[config.mk]
export PLATFORM = sky130hd
export DESIGN_NAME = multicycle_controller_flat
export DESIGN_NICKNAME = d
export VERILOG_FILES = /design/src/rtl/multicycle_controller_if.sv /design/src/rtl/multicycle_controller.sv /design/src/flat_wrapper.sv
export SDC_FILE = /design/constraint.sdc
export NUM_CORES = 1
export LEC_CHECK = 0
export ABC_AREA = 1
export BUFFER_PORTS_ARGS = -buffer_cell sky130_fd_sc_hd__buf_2
export CORE_MARGIN = 5
export CORE_UTILIZATION = 30
export CTS_BUF_LIST = sky130_fd_sc_hd__clkbuf_8
export DETAILED_ROUTE_END_ITERATION = 10
export PLACE_DENSITY_LB_ADDON = 0.15
export SYNTH_ARGS = -nofsm -noshare
export SYNTH_HDL_FRONTEND = slang
export SYNTH_SLANG_ARGS = --single-unit
[constraint.sdc]
create_clock -name clk -period 10.21 [get_ports clk]
set_input_delay 1.021 -clock clk [delete_from_list [all_inputs] [get_ports clk]]
set_output_delay 1.021 -clock clk [all_outputs]
set_load 0.01 [all_outputs]
[src/rtl/multicycle_controller_if.sv]
// multicycle_controller_if: control/handshake bundle between the multicycle controller and its datapath
interface multicycle_controller_if #(
    parameter int DEC_W = 6,
    parameter int CNT_W = 32
);
    logic [DEC_W-1:0] dec_inst;
    logic             zero, imem_ready, dmem_ready;
    logic             pc_write_en, ir_write_en, reg_write_en, reg_of_en;
    logic             mem_write_en, mem_read_en, imem_req;
    logic [1:0]       alu_sel, gpr_write_addr_sel, gpr_write_data_sel, ext_ctl, npc_sel;
    logic             alu_src_ctl, halt_sig, bus_err, bad_inst;
    logic [CNT_W-1:0] inst_count;
    logic [2:0]       state;
    modport master (
        input  dec_inst, zero, imem_ready, dmem_ready,
        output pc_write_en, ir_write_en, reg_write_en, reg_of_en, mem_write_en, mem_read_en,
               imem_req, alu_sel, gpr_write_addr_sel, gpr_write_data_sel, ext_ctl, npc_sel,
               alu_src_ctl, halt_sig, bus_err, bad_inst, inst_count, state
    );
    modport slave (
        output dec_inst, zero, imem_ready, dmem_ready,
        input  pc_write_en, ir_write_en, reg_write_en, reg_of_en, mem_write_en, mem_read_en,
               imem_req, alu_sel, gpr_write_addr_sel, gpr_write_data_sel, ext_ctl, npc_sel,
               alu_src_ctl, halt_sig, bus_err, bad_inst, inst_count, state
    );
endinterface

[src/rtl/multicycle_controller.sv]
// multicycle_controller: FETCH/DECODE/EXEC/MEM/WB sequencer with memory watchdog, retire counter and sticky halt/error
module multicycle_controller #(
    parameter int DEC_W   = 6,
    parameter int TIMEOUT = 255,
    parameter int CNT_W   = 32
) (
    input logic clk,
    input logic reset,
    multicycle_controller_if.master bus
);
    localparam logic [DEC_W-1:0] I_ADDU = DEC_W'(1), I_SUBU = DEC_W'(2), I_SLT = DEC_W'(3),
        I_ORI = DEC_W'(4), I_LUI = DEC_W'(5), I_ADDI = DEC_W'(6), I_LW = DEC_W'(7),
        I_SW = DEC_W'(8), I_BEQ = DEC_W'(9), I_J = DEC_W'(10), I_JAL = DEC_W'(11),
        I_JR = DEC_W'(12), I_HLT = DEC_W'(13);
    localparam logic [1:0] A_ADD = 2'd0, A_SUB = 2'd1, A_OR = 2'd2, A_SLT = 2'd3;
    localparam logic [1:0] W_RT = 2'd0, W_RD = 2'd1, W_RA = 2'd2;
    localparam logic [1:0] D_ALU = 2'd0, D_MEM = 2'd1, D_PC = 2'd2;
    localparam logic S_EXT = 1'b0, S_GPR = 1'b1;
    localparam logic [1:0] E_SIGN = 2'd0, E_ZERO = 2'd1, E_LUI = 2'd2;
    localparam logic [1:0] N_NORM = 2'd0, N_REL = 2'd1, N_IRR = 2'd2, N_REG = 2'd3;
    localparam int WW = $clog2(TIMEOUT + 2);

    typedef enum logic [2:0] {FETCH, DECODE, EXEC, MEM, WB, HALT} state_t;

    state_t           st, st_n;
    logic [DEC_W-1:0] op_q, op;
    logic [WW-1:0]    wcnt;
    logic [CNT_W-1:0] cnt;
    logic             halt_q, berr_q, known, rtype, jump, waiting, timeout_hit, retire;

    // DECODE sees the live decoder output; later states use the latched copy
    assign op          = (st == DECODE) ? bus.dec_inst : op_q;
    assign known       = op inside {[I_ADDU:I_HLT]};
    assign rtype       = op == I_ADDU || op == I_SUBU || op == I_SLT;
    assign jump        = op == I_J || op == I_JR || op == I_JAL;
    assign waiting     = (st == FETCH && !bus.imem_ready) || (st == MEM && !bus.dmem_ready);
    assign timeout_hit = TIMEOUT != 0 && waiting && (32'(wcnt) + 32'd1 == 32'(TIMEOUT));
    assign retire      = (st_n == FETCH && st != FETCH && !(st == DECODE && !known)) ||
                         (st == DECODE && op == I_HLT);
    assign bus.state      = st;
    assign bus.inst_count = cnt;
    assign bus.halt_sig   = halt_q;
    assign bus.bus_err    = berr_q;

    always_ff @(posedge clk) begin
        if (reset) begin
            st     <= FETCH;
            op_q   <= '0;
            wcnt   <= '0;
            cnt    <= '0;
            halt_q <= 1'b0;
            berr_q <= 1'b0;
        end else begin
            st   <= st_n;
            wcnt <= (waiting && st_n == st) ? wcnt + 1'b1 : '0;
            cnt  <= cnt + CNT_W'(retire);
            if (st == DECODE) op_q <= bus.dec_inst;
            if (st_n == HALT) halt_q <= 1'b1;
            if (timeout_hit) berr_q <= 1'b1;
        end
    end

    always_comb begin
        st_n                   = st;
        bus.pc_write_en        = 1'b0;
        bus.ir_write_en        = 1'b0;
        bus.reg_write_en       = 1'b0;
        bus.reg_of_en          = 1'b0;
        bus.mem_write_en       = 1'b0;
        bus.mem_read_en        = 1'b0;
        bus.imem_req           = 1'b0;
        bus.bad_inst           = 1'b0;
        bus.alu_sel            = A_ADD;
        bus.gpr_write_addr_sel = W_RT;
        bus.gpr_write_data_sel = D_ALU;
        bus.alu_src_ctl        = S_EXT;
        bus.ext_ctl            = E_SIGN;
        bus.npc_sel            = N_NORM;
        if (!reset && st inside {DECODE, EXEC, MEM, WB}) begin
            bus.alu_sel            = (op == I_SUBU || op == I_BEQ) ? A_SUB :
                                     op == I_SLT ? A_SLT : op == I_ORI ? A_OR : A_ADD;
            bus.gpr_write_addr_sel = rtype ? W_RD : op == I_JAL ? W_RA : W_RT;
            bus.gpr_write_data_sel = op == I_LW ? D_MEM : op == I_JAL ? D_PC : D_ALU;
            bus.alu_src_ctl        = (rtype || op == I_BEQ) ? S_GPR : S_EXT;
            bus.ext_ctl            = op == I_ORI ? E_ZERO : op == I_LUI ? E_LUI : E_SIGN;
        end
        if (!reset) begin
            case (st)
                FETCH: begin
                    bus.imem_req    = 1'b1;
                    bus.ir_write_en = bus.imem_ready;
                    bus.pc_write_en = bus.imem_ready;
                    st_n            = bus.imem_ready ? DECODE : FETCH;
                end
                DECODE: begin
                    bus.bad_inst     = !known;
                    bus.pc_write_en  = jump;
                    bus.reg_write_en = op == I_JAL;
                    bus.npc_sel      = op == I_JR ? N_REG : jump ? N_IRR : N_NORM;
                    st_n             = (!known || jump) ? FETCH : op == I_HLT ? HALT : EXEC;
                end
                EXEC: begin
                    bus.pc_write_en = op == I_BEQ && bus.zero;
                    bus.npc_sel     = (op == I_BEQ && bus.zero) ? N_REL : N_NORM;
                    st_n            = op == I_BEQ ? FETCH : (op == I_LW || op == I_SW) ? MEM : WB;
                end
                MEM: begin
                    bus.mem_write_en = op == I_SW;
                    bus.mem_read_en  = op == I_LW;
                    st_n             = !bus.dmem_ready ? MEM : op == I_LW ? WB : FETCH;
                end
                WB: begin
                    bus.reg_write_en = 1'b1;
                    bus.reg_of_en    = op == I_ADDI;
                    st_n             = FETCH;
                end
                default: st_n = HALT;
            endcase
            if (timeout_hit) st_n = HALT;
        end
    end
endmodule
[src/flat_wrapper.sv]
// flat-port wrapper written by rule: the top's interface ports become plain ports
module multicycle_controller_flat 
#(
    parameter int DEC_W   = 6,
    parameter int TIMEOUT = 255,
    parameter int CNT_W   = 32
)
  (clk, reset, bus_dec_inst, bus_zero, bus_imem_ready, bus_dmem_ready, bus_pc_write_en, bus_ir_write_en, bus_reg_write_en, bus_reg_of_en, bus_mem_write_en, bus_mem_read_en, bus_imem_req, bus_alu_sel, bus_gpr_write_addr_sel, bus_gpr_write_data_sel, bus_ext_ctl, bus_npc_sel, bus_alu_src_ctl, bus_halt_sig, bus_bus_err, bus_bad_inst, bus_inst_count, bus_state);
  multicycle_controller_if #(.DEC_W(DEC_W), .CNT_W(CNT_W)) bus_i ();
  input logic clk;
  input logic reset;
  input wire logic [$bits(bus_i.dec_inst)-1:0] bus_dec_inst;
  input wire logic [$bits(bus_i.zero)-1:0] bus_zero;
  input wire logic [$bits(bus_i.imem_ready)-1:0] bus_imem_ready;
  input wire logic [$bits(bus_i.dmem_ready)-1:0] bus_dmem_ready;
  output wire logic [$bits(bus_i.pc_write_en)-1:0] bus_pc_write_en;
  output wire logic [$bits(bus_i.ir_write_en)-1:0] bus_ir_write_en;
  output wire logic [$bits(bus_i.reg_write_en)-1:0] bus_reg_write_en;
  output wire logic [$bits(bus_i.reg_of_en)-1:0] bus_reg_of_en;
  output wire logic [$bits(bus_i.mem_write_en)-1:0] bus_mem_write_en;
  output wire logic [$bits(bus_i.mem_read_en)-1:0] bus_mem_read_en;
  output wire logic [$bits(bus_i.imem_req)-1:0] bus_imem_req;
  output wire logic [$bits(bus_i.alu_sel)-1:0] bus_alu_sel;
  output wire logic [$bits(bus_i.gpr_write_addr_sel)-1:0] bus_gpr_write_addr_sel;
  output wire logic [$bits(bus_i.gpr_write_data_sel)-1:0] bus_gpr_write_data_sel;
  output wire logic [$bits(bus_i.ext_ctl)-1:0] bus_ext_ctl;
  output wire logic [$bits(bus_i.npc_sel)-1:0] bus_npc_sel;
  output wire logic [$bits(bus_i.alu_src_ctl)-1:0] bus_alu_src_ctl;
  output wire logic [$bits(bus_i.halt_sig)-1:0] bus_halt_sig;
  output wire logic [$bits(bus_i.bus_err)-1:0] bus_bus_err;
  output wire logic [$bits(bus_i.bad_inst)-1:0] bus_bad_inst;
  output wire logic [$bits(bus_i.inst_count)-1:0] bus_inst_count;
  output wire logic [$bits(bus_i.state)-1:0] bus_state;
  assign bus_i.dec_inst = bus_dec_inst;
  assign bus_i.zero = bus_zero;
  assign bus_i.imem_ready = bus_imem_ready;
  assign bus_i.dmem_ready = bus_dmem_ready;
  assign bus_pc_write_en = bus_i.pc_write_en;
  assign bus_ir_write_en = bus_i.ir_write_en;
  assign bus_reg_write_en = bus_i.reg_write_en;
  assign bus_reg_of_en = bus_i.reg_of_en;
  assign bus_mem_write_en = bus_i.mem_write_en;
  assign bus_mem_read_en = bus_i.mem_read_en;
  assign bus_imem_req = bus_i.imem_req;
  assign bus_alu_sel = bus_i.alu_sel;
  assign bus_gpr_write_addr_sel = bus_i.gpr_write_addr_sel;
  assign bus_gpr_write_data_sel = bus_i.gpr_write_data_sel;
  assign bus_ext_ctl = bus_i.ext_ctl;
  assign bus_npc_sel = bus_i.npc_sel;
  assign bus_alu_src_ctl = bus_i.alu_src_ctl;
  assign bus_halt_sig = bus_i.halt_sig;
  assign bus_bus_err = bus_i.bus_err;
  assign bus_bad_inst = bus_i.bad_inst;
  assign bus_inst_count = bus_i.inst_count;
  assign bus_state = bus_i.state;
  multicycle_controller #(.DEC_W(DEC_W), .TIMEOUT(TIMEOUT), .CNT_W(CNT_W)) u_core (.clk(clk), .reset(reset), .bus(bus_i));
endmodule
==> results.tsv <==
metric	value	unit
outcome	completed	
Post-CTS Hold Buffers	0	
compound-cell area share of the yosys netlist	0.107	
max_cap viols	0	
f_max	229	MHz
Initial Util	0.309	
Async SR Flop Fraction	0	
DR pass1 iterations	5	
Layout area overhead	18.0	%
share of cells above drive strength 1	0.183	
Final Core Density	0.364	
vias in the first global route	2976	
Tcrit/Tclk final	0.427	
Mapped Cells	467	
post-synthesis sequential area ratio	0.345	
Buffers on Ports	66	
unrepaired setup endpoints after global routing	false	
share of the synthesized area in the top cell type	0.345	
dpl hpwl	6230	um
drt wl/cell	12.1	um
Worst EP arrival	4.57	ns
gr ovfl total	0	
simple-gate share of the synthesized area	0.409	
Final Wtd Congestion	0.845	
Top Ports	67	
Max FO, Critical Path	15	
post-route antenna net violation count	0	
vias per inst	4.60	
Residual DRC	0	
#FFs+latches synth	52	
H-tree levels	2	
post-CTS setup buffer count	0	
Resize count post-CTS	0	
Clock Path Buffers	2	
number of diodes	0	
Slew headroom	0.501	
Post-Synth Adder-Cell Area	0.0166	
R2R Setup Slk	5.85	ns
Tot GR Track Use	0.138	
Die Y	110	um
Synth area leaders	dfxtp_1 (35%), nand2_1 (13%), inv_1 (9.3%)	
initial antenna violation count	0	
Core Area	9770	sq um
setup slack at placement	5.52	ns
post-synthesis mux area share	0	
Post-Syn Nets	482	
Worst setup SP type	register	
via count	3054	
EDFF count, synth	0	
final hold viol count	0	
Initial DRC Count	121	
largest family of logic cells by synthesized area	simple AND/OR/NAND/NOR gates	
clock latency on the worst-skew pair	0.31	ns
PnR worst setup slack	5.85	ns
Max VDD drop	0.0496	mV
Nets	545	
first-pass GRT wire length	13500	um
Root Buffer	clkbuf_8	
Setup Total Neg Slack	0	ns
commonest non-fill, non-tap cells in the layout	nand2_1 (102), inv_1 (76), nor2_1 (67)	
Worst Skew	0.0133	ns
CTS buffer count	5	
Hold Path Class	reg -> reg	
Slew @ Worst Pin	0.748	ns
pwr dens	121	nW/um^2
critical path type	reg -> reg	
xor and xnor fraction of the mapped netlist area	0.00581	
Die W	110	um
Mapped Area	3020	sq um
WP data required	10.42	ns
Setup crit end kind	register	
row cnt	36	
Die Area	12200	sq um
Synth Area per Inst	6.46	sq um
warnings from Yosys	0	
most common cell after layout, fill and taps aside	nand2_1	
pin count of the biggest net entering global routing	37	
wirelength, routed	8010	um
Static Leak	1.65	nW
CTS clk-pin slew, worst paths	0.10	ns
clock sink count	52	
Synth area leader	dfxtp_1	
Yosys cell types	40	
fin. max-slew vios	0	
CTS tree	built	
Tmin final	4.36	ns
fill count	1099	
top_reg_cell synth	dfxtp_1	
Final Setup Violations	0	
-- kinds of logic (layout without fill, tap and decap cells) --
logic type / count (synthesis) / after routing
and+or+nand+nor: 265 / 265
adders and majority gates: 4 / 4
DFF: 52 / 52
buffers and inverters: 88 / 152
AOI/OAI and AO/OA: 56 / 56
xor gates and xnor gates: 2 / 2
-- flip-flops by register name, indices dropped and copies added, names as in the netlist --
| register | cells |
|---|---|
| u_core.bus.bus_err | 1 |
| u_core.bus.halt_sig | 1 |
| u_core.bus.inst_count | 32 |
| u_core.bus.state | 3 |
| u_core.op_q | 6 |
| u_core.wcnt | 9 |
-- power breakdown --
| part | internal, W | total [W] | leakage (nW) | switching [W] |
|---|---|---|---|---|
| Combinational | 0.0000243 | 0.0000782 | 1.17 | 0.0000539 |
| Clock | 0.0000719 | 0.000141 | 0.0593 | 0.0000687 |
| Sequential | 0.000208 | 0.000214 | 0.420 | 0.00000576 |
-- final timing paths --
| kind | startpoint | to | depth (start not counted) |
|---|---|---|---|
| max | u_core.bus.state[0] | u_core.bus.inst_count[29] | 25 |
| min | u_core.bus.halt_sig | u_core.bus.halt_sig | 2 |
| min reg2reg | u_core.bus.halt_sig | u_core.bus.halt_sig | 2 |
| max reg2reg | u_core.bus.state[0] | u_core.bus.inst_count[29] | 25 |
-- synthesized netlist by cell type (5+ instances only) --
library cell and n:
nor3_1 15, dfxtp_1 52, nor2_1 67, nand3_1 30, a21oi_1 24, nand4_1 19
inv_1 75, nand2_1 102, nand2_2 6, o21ai_0 17, nor4_1 7, clkbuf_1 5
-- critical path, cell delays in order (launching register included) --
cell	delay, ns
dfxtp_1	0.71
nand3_4	0.26
o21ai_1	0.42
nor2_1	0.15
nand3_1	0.13
nand2_1	0.09
a21boi_2	0.16
nand2_1	0.09
nand2_2	0.07
nand2_1	0.05
nor2_1	0.12
nand3b_1	0.09
nand2_1	0.09
ha_1	0.17
nand2_1	0.07
nor2_1	0.17
nand3_1	0.17
nor3_2	0.17
nand3_1	0.16
nor3_1	0.25
nand2_1	0.08
inv_1	0.08
nand2_1	0.07
or2_0	0.21
o21ai_0	0.15
a21oi_1	0.05
-- metal layers --
layer | up-vias | share of wire | global-route usage
met4 | 0 | 0.012 | 0.0466
met1 | 1357 | 0.49 | 0.184
met2 | 63 | 0.45 | 0.221
li1 | 1628 | - | -
met5 | - | 0 | 0
met3 | 6 | 0.056 | 0.0303
-- stage by stage --
| stage | hold WS [ns] | total power [W] | area (sq um) | cells |
|---|---|---|---|---|
| 4_1_cts | 0.483 | 0.000441 | 3560 | 664 |
| 2_1_floorplan | 0.441 | 0.000278 | 3020 | 467 |
| 5_1_grt | 0.517 | 0.000461 | 3560 | 664 |
| 3_5_place_dp | 0.468 | 0.000298 | 3450 | 656 |
| 3_3_place_gp | 0.459 | 0.000298 | 3450 | 656 |
| 6_report | 0.473 | 0.000432 | 3560 | 664 |
-- cell type report --
class	count	area, sq um	share of cell area
clock buffers	5	68.8	0.0193
clock inverters	3	38.8	0.0109
inverters	78	293	0.0822
multi-input cells	327	1620	0.456
flip-flops and latches	52	1040	0.292
well taps	133	166	0.0467
repair buffers	66	330	0.0928
Power figures use the tool's default switching activity.
